<file path="config.mk">
export PLATFORM = sky130hd
export DESIGN_NAME = melody_player_flat
export DESIGN_NICKNAME = d
export VERILOG_FILES = /design/src/rtl/melody_player_if.sv /design/src/rtl/melody_player.sv /design/src/flat_wrapper.sv
export SDC_FILE = /design/constraint.sdc
export NUM_CORES = 1
export LEC_CHECK = 0
export CAP_MARGIN = 30
export CORE_UTILIZATION = 59
export CTS_CLUSTER_DIAMETER = 100
export DETAILED_ROUTE_END_ITERATION = 6
export PLACE_DENSITY = 0.86
export SYNTH_ARGS = -nofsm -noshare
export SYNTH_HDL_FRONTEND = slang
export SYNTH_SLANG_ARGS = --single-unit
</file>
<file path="constraint.sdc">
create_clock -name clk -period 3.26 [get_ports clk]
set_input_delay 0.652 -clock clk [delete_from_list [all_inputs] [get_ports clk]]
set_output_delay 0.652 -clock clk [all_outputs]
set_load 0.02 [all_outputs]
</file>
<file path="src/rtl/melody_player_if.sv">
// Control and note bus between the tune sequencer and its neighbours.
// The host drives play/stop/loop. The sequencer drives the note bus and the status outputs.
interface melody_player_if;
    logic       play;
    logic       stop;
    logic       loop;
    logic [7:0] note;
    logic       busy;
    logic       done;
    logic [3:0] addr;

    modport master (output play, stop, loop, input note, busy, done, addr);
    modport slave  (input play, stop, loop, output note, busy, done, addr);
endinterface

</file>
<file path="src/rtl/melody_player.sv">
// Fixed-table tune sequencer: plays one-hot notes for dur*TICK_DIV cycles each.
// A GAP_CYCLES silence follows every note. All outputs come straight from registers.
module melody_player #(
    parameter int TICK_DIV   = 62500,
    parameter int GAP_CYCLES = 5000
) (
    input logic             clk,
    input logic             rst,
    melody_player_if.slave  bus
);
    localparam int TW = (TICK_DIV > 1) ? $clog2(TICK_DIV) : 1;
    localparam int GW = (GAP_CYCLES > 0) ? $clog2(GAP_CYCLES + 1) : 1;
    localparam logic [TW-1:0] TICK_LAST = TW'(TICK_DIV - 1);
    localparam logic [GW-1:0] GAP_LAST  = GW'((GAP_CYCLES > 0) ? GAP_CYCLES - 1 : 0);

    typedef enum logic [1:0] {S_IDLE, S_LOAD, S_PLAY, S_GAP} state_t;

    state_t        state_q;
    logic [7:0]    note_q, lnote_q;
    logic          busy_q, done_q;
    logic [3:0]    addr_q, dur_q, unit_q;
    logic [TW-1:0] tick_q;
    logic [GW-1:0] gap_q;

    logic [7:0]    rom_w, ent_note;
    logic [3:0]    code_w, ent_dur, unit_d, addr_d;
    logic          ent_end;
    logic [TW-1:0] tick_d;
    logic [GW-1:0] gap_d;

    // Each table word is {code, duration}: C C G G A A G F F E E D D C, then end markers.
    always_comb begin
        rom_w = 8'hF0;
        case (addr_q)
            4'd0:  rom_w = 8'h12;
            4'd1:  rom_w = 8'h12;
            4'd2:  rom_w = 8'h52;
            4'd3:  rom_w = 8'h52;
            4'd4:  rom_w = 8'h62;
            4'd5:  rom_w = 8'h62;
            4'd6:  rom_w = 8'h54;
            4'd7:  rom_w = 8'h42;
            4'd8:  rom_w = 8'h42;
            4'd9:  rom_w = 8'h32;
            4'd10: rom_w = 8'h32;
            4'd11: rom_w = 8'h22;
            4'd12: rom_w = 8'h22;
            4'd13: rom_w = 8'h14;
            default: rom_w = 8'hF0;
        endcase
    end

    always_comb begin
        code_w   = rom_w[7:4];
        ent_end  = (code_w == 4'd15);
        ent_dur  = (rom_w[3:0] == 4'd0) ? 4'd1 : rom_w[3:0];
        ent_note = 8'd0;
        if (code_w >= 4'd1 && code_w <= 4'd8)
            ent_note = 8'b1 << (code_w - 4'd1);
        unit_d = unit_q + 4'd1;
        tick_d = tick_q + 1'b1;
        gap_d  = gap_q + 1'b1;
        addr_d = addr_q + 4'd1;
    end

    always_ff @(posedge clk) begin
        if (rst || bus.stop) begin
            state_q <= S_IDLE;
            note_q  <= 8'd0;
            lnote_q <= 8'd0;
            busy_q  <= 1'b0;
            done_q  <= 1'b0;
            addr_q  <= 4'd0;
            dur_q   <= 4'd0;
            unit_q  <= 4'd0;
            tick_q  <= '0;
            gap_q   <= '0;
        end else begin
            done_q <= 1'b0;
            case (state_q)
                S_IDLE: begin
                    if (bus.play) begin
                        addr_q  <= 4'd0;
                        busy_q  <= 1'b1;
                        state_q <= S_LOAD;
                    end
                end
                S_LOAD: begin
                    if (ent_end) begin
                        if (bus.loop) begin
                            addr_q <= 4'd0;
                        end else begin
                            busy_q  <= 1'b0;
                            done_q  <= 1'b1;
                            state_q <= S_IDLE;
                        end
                    end else begin
                        lnote_q <= ent_note;
                        note_q  <= ent_note;
                        dur_q   <= ent_dur;
                        unit_q  <= 4'd0;
                        tick_q  <= '0;
                        state_q <= S_PLAY;
                    end
                end
                S_PLAY: begin
                    if (tick_q == TICK_LAST) begin
                        tick_q <= '0;
                        unit_q <= unit_d;
                        if (unit_d == dur_q) begin
                            note_q <= 8'd0;
                            unit_q <= 4'd0;
                            gap_q  <= '0;
                            if (GAP_CYCLES == 0) begin
                                addr_q  <= addr_d;
                                state_q <= S_LOAD;
                            end else begin
                                state_q <= S_GAP;
                            end
                        end
                    end else begin
                        tick_q <= tick_d;
                    end
                end
                S_GAP: begin
                    if (gap_q == GAP_LAST) begin
                        gap_q   <= '0;
                        addr_q  <= addr_d;
                        state_q <= S_LOAD;
                    end else begin
                        gap_q <= gap_d;
                    end
                end
                default: state_q <= S_IDLE;
            endcase
        end
    end

    assign bus.note = note_q;
    assign bus.busy = busy_q;
    assign bus.done = done_q;
    assign bus.addr = addr_q;
endmodule

</file>
<file path="src/flat_wrapper.sv">
// flat-port wrapper written by rule: the top's interface ports become plain ports
module melody_player_flat 
#(
    parameter int TICK_DIV   = 62500,
    parameter int GAP_CYCLES = 5000
)
  (clk, rst, bus_play, bus_stop, bus_loop, bus_note, bus_busy, bus_done, bus_addr);
  melody_player_if bus_i ();
  input logic clk;
  input logic rst;
  input wire logic [$bits(bus_i.play)-1:0] bus_play;
  input wire logic [$bits(bus_i.stop)-1:0] bus_stop;
  input wire logic [$bits(bus_i.loop)-1:0] bus_loop;
  output wire logic [$bits(bus_i.note)-1:0] bus_note;
  output wire logic [$bits(bus_i.busy)-1:0] bus_busy;
  output wire logic [$bits(bus_i.done)-1:0] bus_done;
  output wire logic [$bits(bus_i.addr)-1:0] bus_addr;
  assign bus_i.play = bus_play;
  assign bus_i.stop = bus_stop;
  assign bus_i.loop = bus_loop;
  assign bus_note = bus_i.note;
  assign bus_busy = bus_i.busy;
  assign bus_done = bus_i.done;
  assign bus_addr = bus_i.addr;
  melody_player #(.TICK_DIV(TICK_DIV), .GAP_CYCLES(GAP_CYCLES)) u_core (.clk(clk), .rst(rst), .bus(bus_i));
endmodule
</file>
==> reports/metrics.yaml <==
fin_util_pct: 73.21
worst-setup-path-type: "reg2reg"
synthToLayoutAreaGrowth_pct: 18.13
cts_tree: "done"
worst_setup_path_start_kind: "flip-flop"
tritoncts_sinks: 58
core_area_mm2: 0.004755
report.final.hold_viol_count: 0
crit_path_cell_trace: "inv_1 > ha_1 > nor2b_1 > a2111o_1 > or4_1 > a31oi_1 > inv_1 > ha_1 > nor4_1 > a211oi_2"
power_leakage_nw: 1.204
setup-tns-final_ns: 0
rsz0062_at_grt: "no"
cts_made_buffers: 9
clk_transition_reported_paths_ns: 0.07
port-buffer-count: 18
post_synth_instance_area_mm2: 0.002947
p_per_area_mw_per_mm2: 437.8
drtAntennaViolNets: 0
post_synth_inst_count: 347
fin_crit_ns: 3.059
first_global_vias: 2432
clk_path_buf_depth: 2
cts_resized: 0
achievable-frequency_ghz: 0.3270
antenna_violations_before_repair: 0
cts_hold_buf: 0
period_share_pct: 93.82
fp.dieArea_mm2: 0.005281
synthesis.area_per_instance_um2: 8.492
worst_ep_arrival_time_ns: 3.27
worst_slew_pin_slew_ns: 0.6806
ys_types: 53
critPathRequiredTime_ns: 3.47
post-route-drc-count: 0
grt_first_pass_wirelength_um: 11160
clock_skew_ns: 0.008573
insertion_delay_ns: 0.35
via_count: 2625
detail_route.iter0.violations: 146
yosysWarningCount: 0
detailed_place.area_mm2: 0.003262
class_of_the_worst_hold_path: "reg2reg"
start_util_pct: 61.97
floorplan.rows: 25
end_kind: "flip-flop"
timing.max_cap.violations: 0
share_of_final_layout_standard_cells_stronger_than_drive_strength_1_pct: 10.42
grt_overflow_total: 0
cp_max_fo: 11
antenna_cells: 0
boundaryPins: 19
routabilityCongestion: 0.8734
yosysSeqAreaShare_pct: 39.41
post-cts-setup-buffer-count: 0
cts-htree-levels: 3
critPathSlowestCell: "sky130_fd_sc_hd__or4_1"
mappedNetlistNets: 364
grt_start_max_net_pins: 18
combined_global_route_utilization_of_all_metal_layers_pct: 27.71
final_area_mm2: 0.003481
total_power_w: 0.001524
status: "finished clean"
largest_incremental_delay_on_the_critical_path_ns: 0.44
nNetsFinal: 396
vdd.ir_drop.worst_uv: 300.0
setup_viol_count_final: 0
drt-pass1-iter-count: 5
wl_per_cell_um: 14.81
y_dimension_of_the_die_um: 72.67
chipWidth_um: 72.67
reg2regPathDepth: 10
dpl.hpwl_um: 4588
hold_path_depth: 2
avgViaCountPerCell: 5.820
post-place-cells: 435
buffer_type_at_the_clock_tree_root: "sky130_fd_sc_hd__clkbuf_8"
slew_headroom_pct: 54.58
fin_cells: 451
final_max_slew_viol_count: 0
synth-seq-cells: 58
routed_wirelength_um: 6681
## report_power, final
part | total [W] | leakage, nW | internal [W] | switching (W)
Sequential | 0.000714 | 0.467 | 0.000711 | 0.00000249
Clock | 0.000744 | 0.109 | 0.000448 | 0.000296
Combinational | 0.0000658 | 0.627 | 0.0000256 | 0.0000401
Total | 0.00152 | 1.20 | 0.00119 | 0.000339
## cells by family (layout without fill, tap and decap cells)
logic type,count (synthesis),in the layout,synth area share (%)
and+or+nand+nor,159,159,27.98
buffers and inverters,24,61,3.354
DFF,58,58,39.41
AOI/OAI and AO/OA,62,62,14.22
adders and majority gates,12,12,5.095
muxes,10,10,3.397
xor gates and xnor gates,22,22,6.539
## cell usage after synthesis (all sizes together)
cell type	instances	area, um^2
and3	8	55.05
o31ai	2	15.01
inv	14	52.55
o21ai	15	75.07
ha	12	150.1
nor4	7	43.79
a21oi	23	130.1
a41o	1	10.01
a31oi	6	52.55
a31o	2	17.52
clkbuf	6	22.52
a211oi	3	27.52
o2111ai	3	26.28
or4	5	45.04
nor3	11	55.05
nand2	36	135.1
and4	3	26.28
or3	9	56.30
a41oi	1	8.760
or2	1	6.260
nand4b	2	17.52
dfxtp	58	1161
o211ai	2	15.01
nand4	8	65.06
nor4bb	1	10.01
nor2b	4	25.02
and3b	1	8.760
nand2b	1	6.260
xnor2	8	70.07
nor4b	1	8.760
a311oi	1	15.01
and2	2	12.52
nor3b	1	7.510
or3b	1	8.760
buf	4	23.77
a2111o	1	11.26
nor2	43	161.4
xor2	14	122.6
nand3	14	70.07
a21boi	2	15.02
mux2i	10	100.1
## flip-flops by register name (all words and copies together), names as in the netlist, 2 cells and up
name	count
u_core.tick_q	16
u_core.gap_q	13
u_core.bus.note	8
u_core.rom_w	6
u_core.bus.addr	4
u_core.unit_q	4
u_core.dur_q	3
u_core.state_q	2
## critical path: cells and delay by family, from the launching register on
kind                       cells  cell delay (ns)
buffers and inverters          2             0.17
adders and majority gates      2             0.59
and+or+nand+nor                3             1.04
AOI/OAI and AO/OA              3             0.73
DFF                            1             0.38
## cell usage in the layout (no fill, tap or decap), types with 2 or more instances in the layout
cell	netlist	routed
sky130_fd_sc_hd__nor2b_1	4	4
sky130_fd_sc_hd__o31ai_1	2	2
sky130_fd_sc_hd__ha_1	12	12
sky130_fd_sc_hd__nand2_1	36	36
sky130_fd_sc_hd__and4_1	3	3
sky130_fd_sc_hd__o211ai_1	2	2
sky130_fd_sc_hd__or3_1	9	9
sky130_fd_sc_hd__a31oi_1	5	5
sky130_fd_sc_hd__or4_1	3	3
sky130_fd_sc_hd__nand4_1	7	7
sky130_fd_sc_hd__mux2i_1	10	10
sky130_fd_sc_hd__o21ai_0	15	15
sky130_fd_sc_hd__clkinv_2	0	2
sky130_fd_sc_hd__nand4b_1	2	2
sky130_fd_sc_hd__clkdlybuf4s50_1	0	18
sky130_fd_sc_hd__nor3_1	11	11
sky130_fd_sc_hd__inv_1	14	14
sky130_fd_sc_hd__xor2_1	14	14
sky130_fd_sc_hd__a211oi_1	2	2
sky130_fd_sc_hd__clkbuf_8	0	10
sky130_fd_sc_hd__a21oi_1	21	21
sky130_fd_sc_hd__bufinv_16	0	2
sky130_fd_sc_hd__xnor2_1	8	8
sky130_fd_sc_hd__nand3_1	14	14
sky130_fd_sc_hd__or4_4	2	2
sky130_fd_sc_hd__nor2_1	43	43
sky130_fd_sc_hd__and3_1	7	7
sky130_fd_sc_hd__o2111ai_1	3	3
sky130_fd_sc_hd__nor4_1	7	7
sky130_fd_sc_hd__buf_4	0	13
sky130_fd_sc_hd__dfxtp_1	58	58
## stage by stage
step | worst slack, ns | hold WS (ns)
5_1_grt | 0.09693 | 0.4922
4_1_cts | 0.2271 | 0.4681
3_5_place_dp | -0.1238 | 0.4591
2_1_floorplan | 0.3913 | 0.4481
6_report | 0.2015 | 0.4683
3_3_place_gp | 0.03843 | 0.4582
## final cells by class
cell class | count | area [um^2]
tap | 67 | 83.83
clock inverter | 5 | 77.57
multi-input combinational | 265 | 1687
clock buffer | 11 | 141.4
inverter | 14 | 52.55
fill | 361 | 1274
timing repair buffer | 31 | 277.8
sequential | 58 | 1161
## path summary, 6_finish.rpt
check	endpoint	slack [ns]	startpoint
min	u_core.dur_q[1]$_SDFFE_PP0P_	0.47	u_core.dur_q[1]$_SDFFE_PP0P_
max reg2reg	u_core.rom_w[4]$_DFF_P_	0.20	u_core.state_q[1]$_SDFFE_PP0P_
max	u_core.rom_w[4]$_DFF_P_	0.20	u_core.state_q[1]$_SDFFE_PP0P_
min reg2reg	u_core.dur_q[1]$_SDFFE_PP0P_	0.47	u_core.dur_q[1]$_SDFFE_PP0P_
## metal layers
| layer | wire length, um | track usage (%) | share of wire [%] |
|---|---|---|---|
| met1 | 3025 | 34.25 | 45 |
| met2 | 3197 | 46.11 | 48 |
| met3 | 334 | 4.972 | 5.0 |
| met4 | 123 | 14.38 | 1.8 |
| met5 | 0 | 0 | 0 |
(Power assumes the default switching activity.)
